`src/rtl/pifo_reg_pkg.sv`:
```
// Shared constants and flattened-bus layout helpers for the register PIFO.
// Used by the slot store and the max-reduction tree so both agree on bit positions.
package pifo_reg_pkg;

  localparam int PIFO_REG_WIDTH  = 4;
  localparam int PIFO_IDX_WIDTH  = 2;
  localparam int PIFO_DATA_WIDTH = 8;

  function automatic int slot_lsb(input int k, input int w);
    return k * w;
  endfunction

  function automatic int slot_msb(input int k, input int w);
    return (k + 1) * w - 1;
  endfunction

endpackage

```
`src/rtl/pifo_free_slot_enc.sv`:
```
// Lowest-numbered free slot finder: priority encoder over ~vld.
// Ports: vld (slot occupancy) -> free_idx (lowest free slot), any_free.
module pifo_free_slot_enc
  import pifo_reg_pkg::*;
#(
  parameter int REG_WIDTH = PIFO_REG_WIDTH,
  parameter int IDX_WIDTH = PIFO_IDX_WIDTH
) (
  input  logic [REG_WIDTH-1:0] vld,
  output logic [IDX_WIDTH-1:0] free_idx,
  output logic                 any_free
);

  // Scan high to low so the lowest free slot wins last.
  always_comb begin
    free_idx = '0;
    any_free = 1'b0;
    for (int i = REG_WIDTH - 1; i >= 0; i--) begin
      if (!vld[i]) begin
        free_idx = IDX_WIDTH'(i);
        any_free = 1'b1;
      end
    end
  end

endmodule

```
`src/rtl/pifo_reg_store.sv`:
```
// Register-file slot store of the register PIFO: insert port writes the lowest free
// slot, remove port pops the tree-selected slot into a registered dequeue output.
// Ports: clk/rst, ins_*, rem_*, deq_*, flattened data_out/idx_out/vld_out, count, rem_err.
module pifo_reg_store
  import pifo_reg_pkg::*;
#(
  parameter int REG_WIDTH  = PIFO_REG_WIDTH,
  parameter int IDX_WIDTH  = PIFO_IDX_WIDTH,
  parameter int DATA_WIDTH = PIFO_DATA_WIDTH
) (
  input  logic                            clk,
  input  logic                            rst,
  input  logic                            ins_valid,
  input  logic [DATA_WIDTH-1:0]           ins_data,
  output logic                            ins_ready,
  input  logic                            rem_valid,
  input  logic [IDX_WIDTH-1:0]            rem_idx,
  output logic                            deq_valid,
  output logic [DATA_WIDTH-1:0]           deq_data,
  output logic [IDX_WIDTH-1:0]            deq_idx,
  output logic [REG_WIDTH*DATA_WIDTH-1:0] data_out,
  output logic [REG_WIDTH*IDX_WIDTH-1:0]  idx_out,
  output logic [REG_WIDTH-1:0]            vld_out,
  output logic [IDX_WIDTH:0]              count,
  output logic                            rem_err
);

  localparam logic [IDX_WIDTH:0] FULL = (IDX_WIDTH + 1)'(REG_WIDTH);
  localparam logic [IDX_WIDTH:0] ONE  = (IDX_WIDTH + 1)'(1);

  logic [IDX_WIDTH-1:0] free_idx;
  logic                 any_free;
  logic                 ins_fire;
  logic                 rem_hit;
  logic                 rem_miss;

  pifo_free_slot_enc #(
    .REG_WIDTH(REG_WIDTH),
    .IDX_WIDTH(IDX_WIDTH)
  ) u_enc (
    .vld     (vld_out),
    .free_idx(free_idx),
    .any_free(any_free)
  );

  for (genvar k = 0; k < REG_WIDTH; k++) begin : g_idx
    assign idx_out[slot_msb(k, IDX_WIDTH) -: IDX_WIDTH] = IDX_WIDTH'(k);
  end

  // Ready depends only on registered count, never on rem_valid.
  assign ins_ready = (count != FULL);
  assign ins_fire  = ins_valid & ins_ready & any_free;
  assign rem_hit   = rem_valid & vld_out[rem_idx];
  assign rem_miss  = rem_valid & ~vld_out[rem_idx];

  always_ff @(posedge clk) begin
    if (rst) begin
      vld_out   <= '0;
      data_out  <= '0;
      count     <= '0;
      deq_valid <= 1'b0;
      deq_data  <= '0;
      deq_idx   <= '0;
      rem_err   <= 1'b0;
    end else begin
      deq_valid <= rem_hit;
      if (rem_hit) begin
        deq_data <= data_out[slot_lsb(int'(rem_idx), DATA_WIDTH) +: DATA_WIDTH];
        deq_idx  <= rem_idx;
        vld_out[rem_idx] <= 1'b0;
      end
      // free_idx comes from the pre-cycle vector, so it never aliases rem_idx.
      if (ins_fire) begin
        data_out[slot_lsb(int'(free_idx), DATA_WIDTH) +: DATA_WIDTH] <= ins_data;
        vld_out[free_idx] <= 1'b1;
      end
      unique case ({ins_fire, rem_hit})
        2'b10:   count <= count + ONE;
        2'b01:   count <= count - ONE;
        default: count <= count;
      endcase
      if (rem_miss)
        rem_err <= 1'b1;
    end
  end

endmodule

```
`config.mk`:
```
export PLATFORM = sky130hd
export DESIGN_NAME = pifo_reg_store
export DESIGN_NICKNAME = d
export VERILOG_FILES = /design/src/rtl/pifo_reg_pkg.sv /design/src/rtl/pifo_free_slot_enc.sv /design/src/rtl/pifo_reg_store.sv
export SDC_FILE = /design/constraint.sdc
export NUM_CORES = 1
export LEC_CHECK = 0
export CELL_PAD_IN_SITES_DETAIL_PLACEMENT = 2
export CELL_PAD_IN_SITES_GLOBAL_PLACEMENT = 2
export CORE_ASPECT_RATIO = 0.6
export CORE_MARGIN = 3
export CORE_UTILIZATION = 33
export CTS_CLUSTER_DIAMETER = 100
export DETAILED_ROUTE_END_ITERATION = 10
export DONT_BUFFER_PORTS = 1
export PLACE_DENSITY = 0.71
export SYNTH_ARGS = -nofsm -noshare
export SYNTH_HDL_FRONTEND = slang
export SYNTH_HIERARCHICAL = 1
export SYNTH_SLANG_ARGS = --single-unit
```
`constraint.sdc`:
```
create_clock -name clk -period 2.4 [get_ports clk]
set_input_delay 0.48 -clock clk [delete_from_list [all_inputs] [get_ports clk]]
set_output_delay 0.48 -clock clk [all_outputs]
set_load 0.05 [all_outputs]
```
== Word-level counts from Yosys, hierarchy flattened ==
Index checks and enable logic that the tools add are counted.
W data, S select, Z words.

* Flip-flop bits (word level): 51
* Bits of input ports: 14
* Output and inout port bits: 60
* Word-level logic and storage cells: 50

* Add/subtract/negate cells: 3
* Order comparisons: 4
* Equal/unequal tests: 3
* Shifts and indexed selects: 3
* Multiplexer cells: 19
* Bitwise gates (word level): 8
* Reduce and logical (&&, ||, !) cells: 3

{| class="wikitable"
|+ Operators with widths
! cell !! count
|-
| $neg A5 Y33 || 1
|-
| $shift A8 B33 Y32 const A || 1
|-
| $shiftx A8 B33 Y32 || 1
|-
| $bwmux W32 || 1
|-
| $shiftx A32 B6 Y8 || 1
|-
| $mux W4 || 3
|-
| $mux W2 || 4
|-
| $mux W1 || 7
|-
| $lt A2 B3 Y1 const B || 2
|-
| $pmux W3 S2 || 1
|-
| $and A1 B1 Y1 || 4
|-
| $and A4 B4 Y4 || 1
|-
| $demux W1 S2 || 2
|-
| $ge A2 B1 Y1 const B || 2
|-
| $not A4 Y4 || 1
|-
| $or A4 B4 Y4 || 1
|-
| $add A3 B1 Y3 const B || 1
|-
| $ne A3 B3 Y1 const B || 1
|-
| $sub A3 B1 Y3 const B || 1
|-
| $bmux W1 S2 || 1
|-
| $eq A2 B1 Y1 const B || 1
|-
| $eq A2 B2 Y1 const B || 1
|-
| $logic_and A1 B1 Y1 || 2
|-
| $reduce_bool A2 Y1 || 1
|-
| $not A1 Y1 || 1
|}

== Longest topological paths before layout ==
* Depth after elaboration: 10
* Mapped depth: 11
* Depth with buffers taken out: 9

== By module ==
The synthesis kept the hierarchy.

{| class="wikitable"
|+ By module, submodules not included
! module !! times used !! cells each !! area each (µm²) !! sequential area each (µm²)
|-
| pifo_reg_store || 1 || 258 || 2387.3 || 1021.0
|-
| pifo_free_slot_enc || 1 || 5 || 28.8 || 0.0
|}

== Worst setup path before layout ==
Ideal clock, no wire load.

* Path kind: register to register
* From: register count[0]
* To: register count[2]
* Setup time: 0.070 ns
* Data arrival time: 2.783 ns
* Path slack: -0.454 ns
* Stages on the path, launching flop included: 12
* Buffers on the path: 3
* Cell sequence: dfxtp_1 or3b_1 buf_2 and2_4 buf_6 buf_6 inv_1 ha_1 fa_1 xnor2_1 or3_1 a21oi_1

* Cells in the longest elaborated chain, start to end: 5
* Elaborated cells between the ends (all ways): 9
* Classes of those cells: 2 x add/sub; 3 x eq/ne; 1 x mux; 2 x bitwise; 1 x reduce/logical

{| class="wikitable"
|+ RTL lines
! item !! RTL line !! source
|-
| from (decl) || pifo_reg_store.sv:24 || <nowiki>output logic [IDX_WIDTH:0] count,</nowiki>
|-
| from (signal assigned) || pifo_reg_store.sv:78 || <nowiki>2'b10: count <= count + ONE;</nowiki>
|-
| from (signal assigned) || pifo_reg_store.sv:79 || <nowiki>2'b01: count <= count - ONE;</nowiki>
|-
| from (signal assigned) || pifo_reg_store.sv:80 || <nowiki>default: count <= count;</nowiki>
|-
| $ne A3 B3 Y1 (*) || pifo_reg_store.sv:51 || <nowiki>assign ins_ready = (count != FULL);</nowiki>
|-
| named net ins_ready || pifo_reg_store.sv:15 || <nowiki>output logic ins_ready,</nowiki>
|-
| $and A1 B1 Y1 (*) (2 in series) || pifo_reg_store.sv:52 || <nowiki>assign ins_fire = ins_valid & ins_ready & any_free;</nowiki>
|-
| $eq A2 B1 Y1 / $eq A2 B2 Y1 (equally long branches) || pifo_reg_store.sv:77 || <nowiki>unique case ({ins_fire, rem_hit})</nowiki>
|-
| $pmux W3 S2 / $reduce_bool A2 Y1 (equally long branches) || - ||
|}

Mark *: on every way through the listed nets, which the timed path passes. The rest lies on a longest branch.
A chain may end at the register's enable or synchronous reset.

== Final worst setup path ==
* From: register vld_out[3]
* To: register count[2]

* Cells in the longest elaborated chain, start to end: 7
* Elaborated cells between the ends (all ways): 12
* Classes of those cells: 2 x eq/ne; 7 x mux; 2 x bitwise; 1 x reduce/logical

{| class="wikitable"
|+ RTL lines
! item !! RTL line !! source
|-
| from (decl) || pifo_reg_store.sv:23 || <nowiki>output logic [REG_WIDTH-1:0] vld_out,</nowiki>
|-
| from (signal assigned) || pifo_reg_store.sv:58 || <nowiki>vld_out <= '0;</nowiki>
|-
| from (signal, indexed assignment) || pifo_reg_store.sv:70 || <nowiki>vld_out[rem_idx] <= 1'b0;</nowiki>
|-
| from (signal, indexed assignment) || pifo_reg_store.sv:75 || <nowiki>vld_out[free_idx] <= 1'b1;</nowiki>
|-
| $mux W1 (*) (4 in series) || pifo_free_slot_enc.sv:19 || <nowiki>if (!vld[i]) begin</nowiki>
|-
| named net any_free || pifo_reg_store.sv:32 || <nowiki>logic any_free;</nowiki>
|-
| $and A1 B1 Y1 (*) || pifo_reg_store.sv:52 ||
|-
| $eq A2 B1 Y1 / $eq A2 B2 Y1 (equally long branches) || pifo_reg_store.sv:77 ||
|-
| $pmux W3 S2 / $reduce_bool A2 Y1 (equally long branches) || - ||
|}

Mark *: on every way through the listed nets, which the timed path passes. The rest lies on a longest branch. The select of a mux whose other input is x is not followed.

==> impl_metrics.tcl <==
set metrics [dict create \
    cp.required_ns 2.63 \
    setup_slack_ns 0.192 \
    drtPass1Iterations 4 \
    slew_headroom_pct 53.3 \
    syn_to_final_growth_pct 12.7 \
    synth.ff_latch_count 51 \
    cpLargestDelayFamily "simple AND/OR/NAND/NOR gates" \
    status "finished, final reports clean" \
    hold_start "rst" \
    h-tree-depth 2 \
    path_clk_slew_ns 0.08 \
    setup_tns_ns 0 \
    critPathCaptureType "flip-flop" \
    synth.avg_cell_area_sq_um 9.19 \
    drv_cap 0 \
    cp_slowest_cell "dfxtp_2" \
    highest_layer "met4" \
    hold_path_end "deq_valid$_SDFF_PP0_" \
    netlist.area_leader.share_pct 42.3 \
    ir_worst_vdd_mv 0.269 \
    tightest_slew_ns 0.699 \
    num_io_pins 74 \
    grt_max_degree 52 \
    leakagePower_nw 0.934 \
    reg2reg_slack_ns 0.19 \
    clockBufferDepth 2 \
    yosys_warnings 6 \
    synth_common_cells "dfxtp_1, a21oi_1, nand2_1" \
    rr_endpoint "count[2]$_SDFFE_PP0P_" \
    cp.arrival_ns 2.44 \
    coreArea_sq_um 6880 \
    track_usage_pct 21.2 \
    crit_fanout 6 \
    finalCriticalPeriod_ns 2.21 \
    path_cells "nand4_1 -> and2_1 -> and2_4 -> inv_1 -> ha_1 -> fa_2 -> xnor2_1 -> or3_1 -> a21oi_1" \
    met3_length_microns 895 \
    clkSinkCount 51 \
    critPathLaunchType "flip-flop" \
    reg2reg_depth 9 \
    ys_types 34 \
    critPathMaxStageDelay_ns 0.36 \
    hold_viol 0 \
    synth_flop_cell "dfxtp_1" \
    yosys-top-cells-area "dfxtp_1, nand4_1, a21oi_1" \
    via_per_inst 5.75 \
    syn_area_sq_um 2420 \
    drt_iter0_drc 230 \
    final_util_pct 39.6 \
    finalCritPeriodShare_pct 92.0 \
    critPathKind "flip-flop to flip-flop" \
    dr_wl_met2_microns 3520 \
    antenna_cells 0 \
    synth_top_area_cell "dfxtp_1" \
    cts_made_buffers 5 \
    drv_slew 0 \
    start_util_pct 35.1 \
    cts_setup_buffers 0 \
    grt_overflow 0 \
    dp_slack_ns 0.173 \
    wl_per_cell_microns 24.4 \
    fin_nets 289 \
    place_hpwl_microns 6360 \
    p_per_area_nw_per_um2 753 \
    critical_path_buf_inv_count 1 \
    min_path_type "input port to flip-flop" \
    drive_gt1_share_pct 18.4 \
    rows 23 \
    synth-async-reset-ratio_pct 0 \
    insertion_delay_ns 0.30 \
    grt_pass1_wl_microns 13000 \
    drt-met1-wl_microns 4120 \
    dieArea_sq_um 8420 \
    routabilityCongestion 0.785 \
    power_mw 2.05 \
    io_buffers 0 \
    synth.most_common_cell "dfxtp_1" \
    ant_nets 0 \
    synth-edff-count 0 \
    cts_tree "built" \
    skew_ns 0.00925 \
    syn_inst 263 \
    cts_resized 0 \
    die_w_microns 116 \
    root_buffer "clkbuf_16" \
    wirelength_microns 8610 \
    grt_setup_unrepaired "false" \
    antenna_found_initial 0 \
    min_path_cells 1 \
    grt_pass1_vias 1990 \
    dr_total_vias 2031 \
    final-setup-viol-count 0 \
    r2r-start "vld_out[3]$_SDFF_PP0_" \
    seq_area_frac_synth_pct 42.3 \
    drc 0 \
    die_h_microns 72.3 \
    cts_hold_buf 0 \
    fmax_mhz 453 \
]
[where the power goes]
| part | leakage [nW] | switching, mW | total, mW | internal [mW] |
|---|---|---|---|---|
| Combinational | 0.433 | 0.175 | 0.257 | 0.0823 |
| Sequential | 0.416 | 0.0744 | 0.943 | 0.868 |
| Clock | 0.0844 | 0.353 | 0.851 | 0.498 |
| Total | 0.934 | 0.602 | 2.05 | 1.45 |
[how the worst max path moves through the flow]
stage | startpoint | to | slack, ns | cells after the start
global route | vld_out[3]$_SDFF_PP0_ | data_out[3]$_SDFFE_PP0P_ | 0.05 | 7
finish | vld_out[3]$_SDFF_PP0_ | count[2]$_SDFFE_PP0P_ | 0.19 | 9
detailed placement | rem_idx[0] | count[2]$_SDFFE_PP0P_ | 0.17 | 7
CTS | vld_out[3]$_SDFF_PP0_ | data_out[3]$_SDFFE_PP0P_ | 0.21 | 7
global placement | ins_valid | count[2]$_SDFFE_PP0P_ | 0.32 | 8
floorplan | count[0]$_SDFFE_PP0P_ | count[2]$_SDFFE_PP0P_ | 0.03 | 11
[flip-flops by register name, indices dropped and copies added (netlist names)]
register	cells
deq_idx	2
count	3
data_out	32
rem_err	1
deq_data	8
deq_valid	1
vld_out	4
[cell usage in the layout, fill, tap and decap left out, types with 2 or more instances in the layout]
master / instances
dfxtp_1: 44
a21oi_1: 38
nand2_1: 36
nand4_1: 33
buf_4: 16
nor2_1: 14
mux2i_1: 12
ha_1: 9
mux4_2: 8
conb_1: 8
nand3_1: 5
clkbuf_16: 5
o21ai_0: 4
dfxtp_2: 4
inv_1: 3
nor3b_2: 3
dfxtp_4: 3
nand2b_1: 2
a22oi_2: 2
[cells by family after synthesis]
group | after synthesis | synth area share [%]
and+or+nand+nor | 101 | 21.1
DFF | 51 | 42.3
AOI/OAI and AO/OA | 46 | 10.3
buffers and inverters | 30 | 6.94
muxes | 21 | 12.9
adders and majority gates | 10 | 5.49
other | 2 | 0.311
xor gates and xnor gates | 2 | 0.725
[final cells by class]
type | count | area, sq um
clock buffers | 5 | 125
clock inverters | 3 | 47.5
fillers | 765 | 4160
inverters | 3 | 11.3
multi-input cells | 188 | 1270
flip-flops and latches | 51 | 1040
well taps | 87 | 109
repair buffers | 16 | 120
[stage by stage]
stage                     hold WS (ns)  area [sq um]  instances
after global routing             0.229          2720        353
after floorplan                  0.567          2490        269
after detailed placement         0.532          2550        345
final                            0.244          2720        353
after CTS                        0.233          2720        353
after global placement           0.532          2550        345
[per-layer routing]
layer,track usage (%),vias to the layer above
met5,0,-
met4,4.63,0
met3,6.58,7
met2,29.2,81
met1,32.2,1015
li1,-,928
Power figures use the tool's default switching activity.
